==> src/rtl/nibble_add_seq.sv <==
// Sequential W-bit adder that reuses one external 4-bit adder, one nibble per cycle.
// Optional subtract mode is enabled by defining NIBBLE_ADD_SEQ_SUB_EN.
module nibble_add_seq #(
  parameter int NIBBLES = 4
) (
  input  logic                   clk,
  input  logic                   rst,
  input  logic                   start_valid,
  output logic                   start_ready,
  input  logic [4*NIBBLES-1:0]   a,
  input  logic [4*NIBBLES-1:0]   b,
`ifdef NIBBLE_ADD_SEQ_SUB_EN
  input  logic                   op,
`endif
  input  logic                   cin,
  output logic [3:0]             add_a,
  output logic [3:0]             add_b,
  output logic                   add_cin,
  input  logic [3:0]             add_sum,
  input  logic                   add_cout,
  output logic                   result_valid,
  input  logic                   result_ready,
  output logic [4*NIBBLES-1:0]   sum,
  output logic                   cout,
  output logic                   ovf,
  output logic                   busy
);

  localparam int W  = 4 * NIBBLES;
  localparam int CW = $clog2(NIBBLES);
  localparam logic [CW-1:0] LAST = CW'(NIBBLES - 1);

  typedef enum logic [1:0] {IDLE, RUN, DONE} state_t;
  state_t state, state_nx;

  logic [W-1:0]  a_reg, b_reg, b_eff, acc, acc_nx, sum_q;
  logic [CW-1:0] cnt;
  logic          carry, carry_init, cout_q, ovf_q;
  logic          accept, last;

`ifdef NIBBLE_ADD_SEQ_SUB_EN
  logic op_reg;
  assign b_eff      = op_reg ? ~b_reg : b_reg;
  assign carry_init = op ? 1'b1 : cin;
`else
  assign b_eff      = b_reg;
  assign carry_init = cin;
`endif

  assign start_ready  = (state == IDLE);
  assign result_valid = (state == DONE);
  assign busy         = (state != IDLE);
  assign accept       = start_valid && start_ready;
  assign last         = (state == RUN) && (cnt == LAST);

  always_ff @(posedge clk or posedge rst) begin
    if (rst) state <= IDLE;
    else     state <= state_nx;
  end

  always_comb begin
    state_nx = state;
    unique case (state)
      IDLE:    if (start_valid) state_nx = RUN;
      RUN:     if (cnt == LAST) state_nx = DONE;
      DONE:    if (result_ready) state_nx = IDLE;
      default: state_nx = IDLE;
    endcase
  end

  always_comb begin
    add_a   = '0;
    add_b   = '0;
    add_cin = 1'b0;
    if (state == RUN) begin
      add_a   = a_reg[4*cnt +: 4];
      add_b   = b_eff[4*cnt +: 4];
      add_cin = carry;
    end
    acc_nx             = acc;
    acc_nx[4*cnt +: 4] = add_sum;
  end

  // Partial sums build up in acc; sum/cout/ovf are only updated on the final
  // nibble so the previous result stays visible through IDLE and RUN.
  always_ff @(posedge clk or posedge rst) begin
    if (rst) begin
      a_reg  <= '0;
      b_reg  <= '0;
      acc    <= '0;
      sum_q  <= '0;
      cnt    <= '0;
      carry  <= 1'b0;
      cout_q <= 1'b0;
      ovf_q  <= 1'b0;
`ifdef NIBBLE_ADD_SEQ_SUB_EN
      op_reg <= 1'b0;
`endif
    end else if (accept) begin
      a_reg <= a;
      b_reg <= b;
      cnt   <= '0;
      carry <= carry_init;
`ifdef NIBBLE_ADD_SEQ_SUB_EN
      op_reg <= op;
`endif
    end else if (state == RUN) begin
      acc   <= acc_nx;
      carry <= add_cout;
      cnt   <= last ? '0 : cnt + 1'b1;
      if (last) begin
        sum_q  <= acc_nx;
        cout_q <= add_cout;
        ovf_q  <= (a_reg[W-1] == b_eff[W-1]) && (acc_nx[W-1] != a_reg[W-1]);
      end
    end
  end

  assign sum  = sum_q;
  assign cout = cout_q;
  assign ovf  = ovf_q;

endmodule

==> config.mk <==
export PLATFORM = sky130hd
export DESIGN_NAME = nibble_add_seq
export DESIGN_NICKNAME = d
export VERILOG_FILES = /design/src/rtl/nibble_add_seq.sv
export SDC_FILE = /design/constraint.sdc
export NUM_CORES = 1
export LEC_CHECK = 0
export CAP_MARGIN = 30
export CORE_ASPECT_RATIO = 0.7
export CORE_MARGIN = 5
export CORE_UTILIZATION = 50
export CTS_BUF_LIST = sky130_fd_sc_hd__clkbuf_8 sky130_fd_sc_hd__clkbuf_16
export DETAILED_ROUTE_END_ITERATION = 7
export PLACE_DENSITY_LB_ADDON = 0.15
export REMOVE_ABC_BUFFERS = 1
export SYNTH_ARGS = -nofsm -noshare
export SYNTH_HDL_FRONTEND = slang
export SYNTH_SLANG_ARGS = --single-unit
==> constraint.sdc <==
create_clock -name clk -period 3.25 [get_ports clk]
set_input_delay 0.975 -clock clk [delete_from_list [all_inputs] [get_ports clk]]
set_output_delay 0.975 -clock clk [all_outputs]
set_load 0.01 [all_outputs]
==> results_tabular.tex <==
\begin{tabular}{lr}
\hline
Metric & Value \\
\hline
\multicolumn{2}{l}{\textbf{Clocking}} \\
Clock root buffer master & sky130\_fd\_sc\_hd\_\_clkbuf\_8 \\
Clock tree from TritonCTS & yes \\
Number of buffers on the longest clock path & 2 \\
PostCTS Resize Cnt & 0 \\
Number of buffers added by the clock tree synthesis step & 9 \\
Hold bufs inserted after CTS & 0 \\
Clock edge transition at the registers on the reported setup and hold paths & 0.07 ns \\
H-tree lvl count & 3 \\
Number of setup buffers added after CTS & 0 \\
Clock insertion delay at the later pin of the skew report & 0.35 ns \\
\# clock sinks & 67 \\
\multicolumn{2}{l}{\textbf{Final layout}} \\
Layout cells sized above 1 & 9.95\% \\
Non-Filler Cell Area, Final & 4060 µm² \\
Sequential cell area in the final layout & 1680 µm² \\
Area added between synthesis and finish & 29.9\% \\
Final core utilization & 66.0\% \\
Final nets & 424 \\
Number of antenna diodes & 0 \\
Filler cells & 508 \\
Area of the multi-input gates & 1310 µm² \\
Post-route insts no fill & 460 \\
\multicolumn{2}{l}{\textbf{Critical path}} \\
Worst reg2reg setup slack & 1.11 ns \\
Data required, critical path & 2.27 ns \\
Critical path arrival & 2.13 ns \\
Destination of the worst register-to-register timing path & acc[2]\$\_DFFE\_PP0P\_ \\
Worst Setup Path Type & reg -> out \\
CP endpoint kind & output pin \\
Startpoint kind of the worst setup timing path & flip-flop \\
Worst R2R Path Depth & 5 \\
CP max FO & 14 \\
Critical R2R Launch & cnt[1]\$\_DFFE\_PP0P\_ \\
\multicolumn{2}{l}{\textbf{Placement}} \\
Cell area after placement & 3860 µm² \\
DP Worst Slack & 0.382 ns \\
Detailed-placement wirelength estimate & 4.72 mm \\
GP Congestion & 0.821 \\
Port Buf Inserts & 71 \\
DP Cell Count & 444 \\
\multicolumn{2}{l}{\textbf{Routing}} \\
Pre-Repair DR Iteration Count & 4 \\
Per-cell routed wire length & 14.4 µm \\
DRT Wirelength & 6.64 mm \\
Detailed-route via count & 2335 \\
Vias/cell & 5.08 \\
DRC violations left & 0 \\
Post-DRT Antenna Nets & 0 \\
Number of DRC violations after detailed-routing iteration 0 & 88 \\
\multicolumn{2}{l}{\textbf{Die}} \\
Die boundary height & 76.2 µm \\
Count of boundary I/O pins & 72 \\
Std-Cell Core Area & 6160 µm² \\
Area enclosed by the die boundary & 7960 µm² \\
Site row count & 24 \\
Chip Width & 105 µm \\
Starting density of the core & 50.8\% \\
\multicolumn{2}{l}{\textbf{Timing}} \\
Minimum period implied by the final worst setup slack & 3.10 ns \\
Final worst-path cycle share & 95.5\% \\
Number of max-slew violations in the final report & 0 \\
Worst hold margin & 0.470 ns \\
Worst Tran Pin Value & 0.521 ns \\
Setup repair after global routing missed its margin & false \\
Final Setup Violations & 0 \\
Max-slew headroom & 65.2\% \\
Final-report hold violation count & 0 \\
Final setup slack of the worst path & 0.146 ns \\
Maximum clock rate & 322 MHz \\
Sum Neg Setup Slack & 0 ns \\
Final Skew & 0.00989 ns \\
\multicolumn{2}{l}{\textbf{Global routing}} \\
Overflow after GRT & 0 \\
Via count of the first global-routing pass & 2365 \\
GR Util All Layers & 18.4\% \\
Wire length of the first global-routing pass & 11.7 mm \\
Antenna violations before repair & 0 \\
Largest net degree at the start of global routing & 37 \\
\multicolumn{2}{l}{\textbf{Logic synthesis}} \\
Synthesis warning total & 0 \\
Post-synth cell types & 29 \\
Number of enable flip-flop cells after synthesis & 0 \\
Syn\_area\_per\_cell & 10.2 µm² \\
Number of instances in the synthesized netlist & 306 \\
Share of synthesized registers carrying an async set or reset & 100\% \\
Cell Area, Synth & 3130 µm² \\
Dominant synthesized flop cell & sky130\_fd\_sc\_hd\_\_dfrtp\_1 \\
Number of flip-flops and latches in the synthesized netlist & 67 \\
Proportion of synthesized chip area in sequential cells & 53.6\% \\
\multicolumn{2}{l}{\textbf{Worst hold path}} \\
Worst min-delay path endpoint & a\_reg[7]\$\_DFFE\_PP0P\_ \\
Hold Crit Depth & 2 \\
Startpoint of the lowest-slack hold path & a\_reg[7]\$\_DFFE\_PP0P\_ \\
Hold WC Path Type & reg -> reg \\
\multicolumn{2}{l}{\textbf{Power}} \\
Total power draw & 3.77 mW \\
Cell Pwr Density & 929 nW/µm² \\
Worst ir drop on vdd & 0.449 mV \\
LEAKAGE & 1.92 nW \\
\multicolumn{2}{l}{\textbf{Run status}} \\
Outcome & finished clean \\
\multicolumn{2}{l}{\textbf{Flow run}} \\
Max-cap viol count & 0 \\
\hline
\end{tabular}
==> critical path, cell delays in order (launching register included) <==
cell and delay, ns:
sky130_fd_sc_hd__dfrtp_2 0.42, sky130_fd_sc_hd__buf_6 0.20, sky130_fd_sc_hd__mux4_2 0.52, sky130_fd_sc_hd__and2_1 0.17, sky130_fd_sc_hd__clkdlybuf4s50_1 0.47
==> cell usage after synthesis, types with 2 or more instances <==
cell type | count | share of area, %
sky130_fd_sc_hd__ha_1 | 5 | 2.0
sky130_fd_sc_hd__a22o_1 | 16 | 4.5
sky130_fd_sc_hd__nand3_1 | 3 | 0.48
sky130_fd_sc_hd__buf_6 | 3 | 1.1
sky130_fd_sc_hd__inv_1 | 5 | 0.60
sky130_fd_sc_hd__mux4_2 | 7 | 5.0
sky130_fd_sc_hd__dfrtp_1 | 67 | 54
sky130_fd_sc_hd__nor2_1 | 2 | 0.24
sky130_fd_sc_hd__nand2_1 | 113 | 14
sky130_fd_sc_hd__clkbuf_1 | 4 | 0.48
sky130_fd_sc_hd__nor2b_1 | 13 | 2.6
sky130_fd_sc_hd__o21ai_0 | 16 | 2.6
sky130_fd_sc_hd__nand2b_1 | 3 | 0.60
sky130_fd_sc_hd__and4bb_2 | 3 | 1.2
sky130_fd_sc_hd__a21oi_1 | 12 | 1.9
sky130_fd_sc_hd__buf_8 | 3 | 1.4
sky130_fd_sc_hd__buf_1 | 3 | 0.36
sky130_fd_sc_hd__and2_1 | 13 | 2.6
sky130_fd_sc_hd__buf_2 | 5 | 0.80
==> placed cells by master, fill, tap and decap left out, drive strengths merged, types with 2 or more instances in the layout <==
cell           count
nand2            113
clkdlybuf4s50     71
dfrtp             67
o21ai             16
a22o              16
nor2b             13
and2              13
a21oi             12
clkbuf            10
mux4               8
buf                7
inv                6
ha                 5
nand2b             3
nand3              3
and4bb             3
clkinv             3
nor2               2
==> final cells by class <==
class / instances / share of cell area [%]
Clock buffer: 10 / 3.39
Clock inverter: 6 / 1.39
Inverter: 5 / 0.462
Multi-Input combinational cell: 216 / 32.2
Sequential cell: 67 / 41.3
Tap cell: 78 / 2.40
Timing Repair Buffer: 78 / 18.9
==> how the worst max path moves through the flow <==
stage                       startpoint  cells past startpoint                    to  slack (ns)
global placement    cnt[0]$_DFFE_PP0P_                      4              add_b[2]        0.43
finish              cnt[0]$_DFFE_PP0P_                      4              add_b[2]        0.15
detailed placement  cnt[0]$_DFFE_PP0P_                      4              add_b[2]        0.38
CTS                 cnt[0]$_DFFE_PP0P_                      4              add_b[2]      0.0005
global route        cnt[0]$_DFFE_PP0P_                      4              add_b[2]        0.04
floorplan                          rst                      1  a_reg[0]$_DFFE_PP0P_        0.59
==> power by group <==
part           switching, mW  internal [mW]
clock network          0.311          0.368
registers              0.238           1.20
logic                  0.758          0.895
total                   1.31           2.47
==> routing by layer <==
metal | global-route usage, % | vias up | part of all wire [%]
li1 | - | 1170 | -
met1 | 25.6 | 1109 | 49
met2 | 26.6 | 50 | 44
met3 | 7.28 | 6 | 5.5
met4 | 5.05 | 0 | 1.1
met5 | 0 | - | 0
==> kinds of logic (layout without fill, tap and decap cells) <==
family	after synthesis	in the layout	share of synthesized area, %
buf+inv	23	99	4.76
flops	67	67	53.6
mux	10	10	6.56
fa+ha+maj	5	5	2.00
simple gates	155	155	23.6
compound gates	46	46	9.44
Power figures use the tool's default switching activity.
